[src/rtl/pipe_ctrl_pkg.sv]
// pipe_ctrl_pkg: shared state, constants and control bundle for the pipeline sequencing controller
package pipe_ctrl_pkg;
    typedef enum logic {RUN, MEM_WAIT} state_t;
    localparam logic [4:0] XZR = 5'd31;
    typedef struct packed {
        logic pc_en;
        logic if_id_en;
        logic id_ex_en;
        logic ex_mem_en;
        logic mem_wb_en;
        logic if_id_flush;
        logic id_ex_bubble;
        logic mem_wb_bubble;
    } ctrl_t;
    localparam ctrl_t CTRL_RUN    = 8'b11111_000;
    localparam ctrl_t CTRL_RESET  = 8'b00000_111;
    // MEM/WB keeps loading so the stalled access drains as a bubble instead of a duplicate
    localparam ctrl_t CTRL_FREEZE = 8'b00001_001;
    localparam ctrl_t CTRL_FLUSH  = 8'b11111_110;
    localparam ctrl_t CTRL_STALL  = 8'b00111_010;
    function automatic logic stalled(ctrl_t c);
        return c != CTRL_RUN;
    endfunction
endpackage

[src/rtl/load_use_detect.sv]
// load_use_detect: flags an ID-stage source that depends on a load still in EX
// Ports: mem_read/target describe the EX instruction; rn/rm/use_rn/use_rm the ID sources; hazard is the match.
module load_use_detect
    import pipe_ctrl_pkg::*;
(
    input  logic       mem_read,
    input  logic [4:0] target,
    input  logic [4:0] rn,
    input  logic [4:0] rm,
    input  logic       use_rn,
    input  logic       use_rm,
    output logic       hazard
);
    assign hazard = mem_read && target != XZR && ((use_rn && rn == target) || (use_rm && rm == target));
endmodule

[src/rtl/pipeline_hazard_ctrl.sv]
// pipeline_hazard_ctrl: per-cycle load/hold/bubble control for the IF/ID, ID/EX, EX/MEM and MEM/WB registers
// Ports: hazard inputs from ID/EX/MEM, memory handshake (memAccess_MEM, mem_ack); register enables,
// flush/bubble controls, sticky mem_error and a saturating stall_cycles counter.
module pipeline_hazard_ctrl
    import pipe_ctrl_pkg::*;
#(
    parameter int MEM_TIMEOUT = 16,
    parameter int CNT_W = 32
) (
    input  logic             clk,
    input  logic             reset,
    input  logic             memRead_EX,
    input  logic [4:0]       targetReg_EX,
    input  logic [4:0]       Rn_ID,
    input  logic [4:0]       Rm_ID,
    input  logic             useRn_ID,
    input  logic             useRm_ID,
    input  logic             branchTaken_EX,
    input  logic             memAccess_MEM,
    input  logic             mem_ack,
    output logic             pc_en,
    output logic             if_id_en,
    output logic             id_ex_en,
    output logic             ex_mem_en,
    output logic             mem_wb_en,
    output logic             if_id_flush,
    output logic             id_ex_bubble,
    output logic             mem_wb_bubble,
    output logic             mem_error,
    output logic [CNT_W-1:0] stall_cycles
);
    localparam int WW = $clog2(MEM_TIMEOUT + 1);
    state_t state, state_n;
    logic [WW-1:0] wcnt, wcnt_n;
    logic hazard, freeze, timeout;
    ctrl_t c;
    load_use_detect u_lud (
        .mem_read(memRead_EX),
        .target  (targetReg_EX),
        .rn      (Rn_ID),
        .rm      (Rm_ID),
        .use_rn  (useRn_ID),
        .use_rm  (useRm_ID),
        .hazard  (hazard)
    );
    // the freeze starts in the very cycle the unacknowledged access is seen, not one cycle later
    assign freeze  = (state == MEM_WAIT || memAccess_MEM) && !mem_ack;
    assign timeout = state == MEM_WAIT && !mem_ack && wcnt == WW'(MEM_TIMEOUT - 1);
    always_comb begin
        c = CTRL_RUN;
        if (reset) c = CTRL_RESET;
        else if (freeze) c = CTRL_FREEZE;
        else if (state == RUN && branchTaken_EX) c = CTRL_FLUSH;
        else if (state == RUN && hazard) c = CTRL_STALL;
    end
    always_comb begin
        state_n = state == RUN ? (memAccess_MEM && !mem_ack ? MEM_WAIT : RUN)
                               : (mem_ack || timeout ? RUN : MEM_WAIT);
        wcnt_n  = state == MEM_WAIT && state_n == MEM_WAIT ? wcnt + 1'b1 : '0;
    end
    always_ff @(posedge clk or posedge reset) begin
        if (reset) begin
            state        <= RUN;
            wcnt         <= '0;
            mem_error    <= 1'b0;
            stall_cycles <= '0;
        end else begin
            state        <= state_n;
            wcnt         <= wcnt_n;
            mem_error    <= mem_error | timeout;
            stall_cycles <= stall_cycles + CNT_W'(stalled(c) && !(&stall_cycles));
        end
    end
    assign {pc_en, if_id_en, id_ex_en, ex_mem_en, mem_wb_en, if_id_flush, id_ex_bubble, mem_wb_bubble} = c;
endmodule

[config.mk]
export PLATFORM = sky130hd
export DESIGN_NAME = pipeline_hazard_ctrl
export DESIGN_NICKNAME = d
export VERILOG_FILES = /design/src/rtl/pipe_ctrl_pkg.sv /design/src/rtl/load_use_detect.sv /design/src/rtl/pipeline_hazard_ctrl.sv
export SDC_FILE = /design/constraint.sdc
export NUM_CORES = 1
export LEC_CHECK = 0
export CORE_MARGIN = 4
export CORE_UTILIZATION = 49
export DETAILED_ROUTE_END_ITERATION = 12
export HOLD_SLACK_MARGIN = 0.05
export PLACE_DENSITY = 0.84
export SLEW_MARGIN = 20
export SYNTH_ARGS = -nofsm -noshare
export SYNTH_HDL_FRONTEND = slang
export SYNTH_SLANG_ARGS = --single-unit
export TNS_END_PERCENT = 10
[constraint.sdc]
create_clock -name clk -period 7.21 [get_ports clk]
set_input_delay 1.442 -clock clk [delete_from_list [all_inputs] [get_ports clk]]
set_output_delay 1.442 -clock clk [all_outputs]
set_load 0.02 [all_outputs]
**After elaboration in Yosys (flattened, before gate mapping)**

Cells that the tools add are included.

- Register bits: 39
- Bits in latches: 0
- RAM bits: 0
- Bits in read-only memories: 0
- Logic and storage cells: 39
- Memories kept: 0

- Add/sub/neg operators: 2
- Multipliers: 0
- Divide/modulo/power cells: 0
- Magnitude comparators: 0
- Equal/unequal tests: 5
- Shift operators: 0
- Multiplexer cells: 8
- Bitwise logic cells: 2
- Reductions and logical operators: 18

Operators by type and width:

| operator | count |
|---|---|
| $add A32 B1 Y32 | 1 |
| $mux W8 | 4 |
| $reduce_and A32 Y1 | 1 |
| $logic_and A1 B1 Y1 | 12 |
| $eq A5 B5 Y1 | 2 |
| $ne A8 B8 Y1 const B | 1 |
| $add A5 B1 Y5 const B | 1 |
| $eq A5 B4 Y1 const B | 1 |
| $mux W5 | 1 |
| $ne A5 B5 Y1 const B | 1 |
| $logic_or A1 B1 Y1 | 3 |
| $mux W1 | 3 |
| $logic_not A1 Y1 | 2 |
| $not A1 Y1 | 1 |
| $or A1 B1 Y1 | 1 |

**Longest topological paths before layout**

Gate-level depths: netlist of run 1.

- Word-level depth: 12
- Depth in mapped cells: 11
- Mapped depth without buffers: 10

**By module**

From an unflattened synthesis of run 1, not the netlist that was laid out.

- Cell total of the unflattened synthesis: 179
- Area, all modules: 1966.9 um^2

Modules (own cells, without submodules):

| module | times used | cells each | area an instance (um^2) | seq. area each (um^2) |
|---|---|---|---|---|
| pipeline_hazard_ctrl | 1 | 161 | 1838.0 | 975.9 |
| load_use_detect | 1 | 18 | 128.9 | 0.0 |

**Least setup slack after synthesis of run 1**

No wires, ideal clock.

- Path type: input to output
- Start: in reset
- End: out id_ex_bubble
- Arrival: 3.431 ns
- Setup slack: 2.336 ns
- Cell stages on the path: 3
- Buffers on the path: 0
- Path through: inv_1 > o21ai_0 > o21bai_1

- Word-level cells in the longest chain between the ends: 1

Ends and longest elaborated chain:

| element | RTL line | RTL |
|---|---|---|
| start, declared | pipeline_hazard_ctrl.sv:11 | `input logic reset,` |
| $mux W8 | pipeline_hazard_ctrl.sv:51 | `if (reset) c = CTRL_RESET;` |
| end, declared | pipeline_hazard_ctrl.sv:27 | `output logic id_ex_bubble,` |

No other way between the ends.

**Worst setup path in the final report of run 1**

- Start: in targetReg_EX[3]
- End: out if_id_en

- Word-level cells in the longest chain between the ends: 9

Ends and longest elaborated chain:

| element | RTL line | RTL |
|---|---|---|
| start, declared | pipeline_hazard_ctrl.sv:13 | `input logic [4:0] targetReg_EX,` |
| $eq A5 B5 Y1 | load_use_detect.sv:14 | `assign hazard = mem_read && target != XZR && ((use_rn && rn == target) \|\| (use_rm && rm == target));` |
| $logic_and A1 B1 Y1 | load_use_detect.sv:14 |  |
| $logic_or A1 B1 Y1 | load_use_detect.sv:14 |  |
| $logic_and A1 B1 Y1 * | load_use_detect.sv:14 |  |
| $logic_and A1 B1 Y1 * | pipeline_hazard_ctrl.sv:54 | `else if (state == RUN && hazard) c = CTRL_STALL;` |
| $mux W8 * | pipeline_hazard_ctrl.sv:54 |  |
| $mux W8 * | pipeline_hazard_ctrl.sv:53 | `else if (state == RUN && branchTaken_EX) c = CTRL_FLUSH;` |
| $mux W8 * | pipeline_hazard_ctrl.sv:52 | `else if (freeze) c = CTRL_FREEZE;` |
| $mux W8 * | pipeline_hazard_ctrl.sv:51 |  |
| end, declared | pipeline_hazard_ctrl.sv:22 | `output logic if_id_en,` |

Every way passes the cells marked *; elsewhere a longest branch is shown, timed or not.

==> qor.txt, run 1 <==
status -> finished, final reports clean
R2R Path Start -> stall_cycles[5]$_DFF_PP0_
Worst Tran Pin Value -> 543 ps
Area contributors post-synth -> dfrtp_1 50%, xnor2_1 12%, xor2_1 6.2%
Num Clock Sinks -> 39
root buf cell -> clkbuf_8
Pwr Density -> 215 nW/um2
Worst EP arrival -> 3520 ps
via count -> 1567
Post-Synthesis Cells -> 184
setup bufs post-CTS -> 0
die span in y -> 71.4 um
WHS Path Cells -> 1
number of global-route vias before repair -> 1616
EDFF count, synth -> 0
R2R cell count -> 10
Setup crit end -> if_id_en
maximum VDD drop -> 0.141 mV
Ys Warns -> 0
Antenna Nets Post-Route -> 0
CTS tree -> built
Post-synth ARST share -> 100%
final non-filler cell total -> 301
worst skew pair latency -> 290 ps
post_cts resized -> 0
Hold Crit Class -> reg -> reg
setup_tns -> 0 ps
nets -> 279
wire per inst -> 14.7 um
area grow syn2layout -> 40.4%
Max Slew Vio Count -> 0
initial DRC count -> 53
crit path from -> targetReg_EX[3]
Post-synth top cells -> 39 x dfrtp_1, 28 x xnor2_1, 18 x nand3_1, 14 x xor2_1
initial antenna violation count -> 0
Initial Util -> 52.2%
crit path time final -> 4960 ps
CTS H-tree lvls -> 2
Routed WL -> 4.44 mm
HPWL Detailed -> 3.33 mm
I/O pin total -> 64
Std-Cell Rows -> 22
setup violators final -> 0
Clock transition at path regs -> 80 ps
Post-CTS Hold Fix Bufs -> 0
port bufs -> 63
period utilisation layout -> 68.8%
count of different cell masters after synthesis -> 30
fmax -> 202 MHz
Final Hold Vio Count -> 0
top-count cell post-synth -> dfrtp_1
Syn Std Cell Area -> 1970 um2
Leak -> 0.00119 uW
CTS buffer count -> 5
number of diodes -> 0
Avg Inst Size Synth -> 10.7 um2
Die W -> 71.4 um
# DRC -> 0
final clock skew -> 5.22 ps
Core Box Area -> 3770 um2
via/cell ratio -> 5.21
ys flop type -> dfrtp_1
worst-path maximum fanout -> 3
dpl cells -> 293
max cap viols -> 0
layout cells sized above 1 -> 5.53%
reg2reg end -> stall_cycles[16]$_DFF_PP0_
reg2reg setup slack -> 4280 ps
Crit Path Class -> in -> out
GR Overflow Total -> 0
post-synth top area cell -> dfrtp_1
drt first pass iters -> 4
Setup crit end kind -> output port
FF+latch count, synth -> 39
Total GRT Usage -> 18.5%
Startpoint Class -> input port
post-layout util -> 73.3%
Max transition margin -> 63.6%
global-route wire length before repair -> 7.57 mm
Synth Net Count -> 211
GP Congestion -> 0.753
post-synthesis sequential area ratio -> 49.6%
RSZ-0062 raised after global routing -> false
die area -> 5090 um2
Clock Tree Buf Depth -> 2
Pwr Total -> 593 uW
pin count of the biggest net entering global routing -> 44
top cell type's share of synthesized area -> 49.6%
Data required, critical path -> 5770 ps
[metal layers]
metal	GRT usage [%]	routed length [um]
met5	0	0
met4	7.93	86
met3	3.51	298
met2	30.9	2070
met1	23.3	1990
[placed cells by master (no fill, tap or decap), drive strengths merged]
cell type	netlist	final
clkdlybuf4s50	0	63
dfrtp	39	39
xnor2	28	28
nand3	18	18
xor2	14	14
nand2	13	13
nor2	13	13
nand4	11	11
inv	10	10
clkbuf	0	6
nor4	6	6
and3	4	4
ha	4	4
nand2b	3	3
o21bai	2	2
nor2b	2	2
o21ai	2	2
a21oi	2	2
and2	2	2
a32oi	1	1
and4	1	1
nand4b	1	1
nor4b	1	1
nor3	1	1
o31a	1	1
a32o	1	1
a31o	1	1
bufinv	0	1
clkinv	0	1
buf	3	1
[critical path: stages]
cell             delay, ps
clkdlybuf4s50_1        480
xor2_1                 190
nor4_1                 310
a32oi_1                210
o31a_1                 330
clkdlybuf4s50_1        550
[flip-flops by register name, indices dropped and copies added, names as in the netlist]
| register | cells |
|---|---|
| stall_cycles | 32 |
| wcnt | 5 |
| mem_error | 1 |
| state | 1 |
[how the worst min path moves through the flow]
stage                                     end                start  slack (ps)
final                       wcnt[0]$_DFF_PP0_    wcnt[0]$_DFF_PP0_         460
after global routing      mem_error$_DFF_PP0_  mem_error$_DFF_PP0_         500
after CTS                   wcnt[0]$_DFF_PP0_    wcnt[0]$_DFF_PP0_         470
after detailed placement    wcnt[0]$_DFF_PP0_    wcnt[0]$_DFF_PP0_         460
after global placement      wcnt[0]$_DFF_PP0_    wcnt[0]$_DFF_PP0_         450
after floorplan             wcnt[0]$_DFF_PP0_    wcnt[0]$_DFF_PP0_         430
[per-stage QoR]
stage / area [um2] / hold WS (ps) / worst slack, ps
CTS: 2760 / 466 / 2240
global placement: 2650 / 448 / 2370
detailed placement: 2650 / 456 / 2240
finish: 2760 / 463 / 2250
global route: 2760 / 503 / 2200
floorplan: 1970 / 433 / 2340
[report_power, final]
group / switching [uW] / leakage (uW) / internal (uW) / total [uW]
Sequential: 27.5 / 0.000530 / 239 / 267
Combinational: 70.3 / 0.000596 / 69.8 / 140
Clock: 74.3 / 0.0000612 / 112 / 186
Total: 172 / 0.00119 / 421 / 593
[kinds of logic (layout without fill, tap and decap cells)]
logic type / count (synthesis) / after routing / share of synthesized area (%)
and+or+nand+nor: 76 / 76 / 22.6
AOI/OAI and AO/OA: 10 / 10 / 3.62
adders and majority gates: 4 / 4 / 2.54
buffers and inverters: 13 / 82 / 2.92
DFF: 39 / 39 / 49.6
xor gates and xnor gates: 42 / 42 / 18.7
[cell type report]
| type | instances | area (um2) |
|---|---|---|
| inverters | 10 | 37.5 |
| multi-input cells | 132 | 935 |
| fillers | 276 | 1010 |
| repair buffers | 64 | 638 |
| clock inverters | 2 | 35.0 |
| flip-flops and latches | 39 | 976 |
| clock buffers | 6 | 82.6 |
| well taps | 48 | 60.1 |
Power figures use the tool's default switching activity.
==> run 2: changes to the inputs <==
CORE_UTILIZATION = 41   (was 49)
PLACE_DENSITY = 0.75   (was 0.84)
clock period = 4 ns   (was 7.21 ns; I/O delays follow)
==> run 2 against run 1 <==
  * Routed wire length is 0.74% higher
  * Sequential share of layout area fell by 0.16 points
  * Combinational power is 80% higher
  * Highest routed layer unchanged
  * Critical endpoint unchanged
  * Critical path depth stayed put
  * Non-clock buffer count is 3 higher
  * Via count up 1.1%
  * Global-route usage down 2.1 points
==> qor.txt, run 2 (synthesis gave the netlist of run 1 again) <==
status -> finished, final reports clean
R2R cell count -> 11
root buf cell -> clkbuf_8
initial antenna violation count -> 0
via count -> 1584
Crit Path Class -> in -> out
Setup crit end -> if_id_en
via/cell ratio -> 5.16
drt first pass iters -> 4
max reg flops -> 32
CTS buffer count -> 5
wire per inst -> 14.6 um
pin count of the biggest net entering global routing -> 23
I/O pin total -> 64
Max Slew Vio Count -> 0
RSZ-0062 raised after global routing -> false
Core Box Area -> 4500 um2
Leak -> 0.00119 uW
global-route wire length before repair -> 7.84 mm
GP Congestion -> 0.722
crit path time final -> 3640 ps
Clock Tree Buf Depth -> 2
worst skew pair latency -> 290 ps
reg2reg setup slack -> 1140 ps
Hold WS -> 467 ps
Num Clock Sinks -> 39
period utilisation layout -> 90.9%
die span in y -> 77.3 um
initial DRC count -> 80
CTS H-tree lvls -> 2
Startpoint Class -> input port
Initial Util -> 43.7%
# DRC -> 0
leading cell type in the layout, fill and taps excluded -> clkdlybuf4s50_1
crit path from -> targetReg_EX[4]
worst-path maximum fanout -> 3
setup_tns -> 0 ps
die area -> 5970 um2
maximum VDD drop -> 0.174 mV
reg2reg end -> stall_cycles[12]$_DFF_PP0_
Worst Tran Pin Value -> 554 ps
Clock transition at path regs -> 70 ps
area grow syn2layout -> 41.1%
min-delay src -> wcnt[0]$_DFF_PP0_
Final Hold Vio Count -> 0
setup bufs post-CTS -> 0
R2R Path Start -> stall_cycles[14]$_DFF_PP0_
nets -> 282
layout cells sized above 1 -> 5.88%
Post-CTS Hold Fix Bufs -> 0
number of global-route vias before repair -> 1689
max cap viols -> 0
fmax -> 275 MHz
Largest Register -> stall_cycles
Register Area -> 976 um2
CTS tree -> built
top flop regs -> stall_cycles: 32 flops, wcnt: 5 flops
Pwr Density -> 378 nW/um2
Std-Cell Rows -> 24
Data required, critical path -> 3200 ps
Setup crit end kind -> output port
port bufs -> 63
Hold Crit Class -> reg -> reg
fill cell count -> 396
Routed WL -> 4.47 mm
Max transition margin -> 62.8%
Die W -> 77.3 um
GR Overflow Total -> 0
most frequent cells in the layout -> 63 x clkdlybuf4s50_1, 39 x dfrtp_1, 28 x xnor2_1
Total GRT Usage -> 16.4%
setup violators final -> 0
post_cts resized -> 0
final clock skew -> 8.27 ps
HPWL Detailed -> 3.51 mm
number of diodes -> 0
Antenna Nets Post-Route -> 0
Worst EP arrival -> 2840 ps
multi-input logic area -> 935 um2
## run 2: cell types whose count changed in the layout (fill, tap and decap cells not counted)
cell / change
clkinv_2: -1
buf_4: +3
clkbuf_1: +1
clkbuf_8: -1
## run 2: routing by layer
layer	up-vias	part of all wire (%)	track usage, %	wire, um
li1	773	-	-	-
met1	745	44	20.1	1990
met2	59	46	25.9	2070
met3	7	7.3	5.74	327
met4	0	2.0	6.94	89
met5	-	0	0	0
## run 2: power by group
group,internal [uW],switching (uW),leakage [uW]
clock,183,132,0.0000513
sequential,431,53.2,0.000530
combinational,129,123,0.000611
total,743,308,0.00119
## run 2: worst min-delay path by stage
stage,end,depth (start not counted)
after floorplan,wcnt[0]$_DFF_PP0_,1
after detailed placement,wcnt[0]$_DFF_PP0_,1
after global placement,wcnt[0]$_DFF_PP0_,1
after CTS,wcnt[0]$_DFF_PP0_,1
after global routing,mem_error$_DFF_PP0_,1
final,wcnt[0]$_DFF_PP0_,1
## run 2: cell type report
class | count | area share (%)
multi-input combinational | 132 | 33.7
timing repair buffer | 67 | 23.8
inverter | 10 | 1.35
tap | 52 | 2.34
clock buffer | 6 | 2.61
clock inverter | 1 | 1.08
sequential | 39 | 35.2
## run 2: through the flow
stage	utilization, %	total power [uW]	setup WS (ps)	cells	area (um2)
2_1_floorplan	-	607	411	184	1970
3_3_place_gp	59.4	738	384	300	2670
3_5_place_dp	59.4	746	348	300	2670
4_1_cts	61.6	1060	351	307	2780
5_1_grt	61.6	1100	286	307	2780
6_report	61.6	1050	364	307	2780
## run 2: worst max-delay path: stages
cell             delay, ps
clkdlybuf4s50_1        470
xor2_1                 180
nor4_1                 340
a32oi_1                160
o31a_1                 340
clkdlybuf4s50_1        540
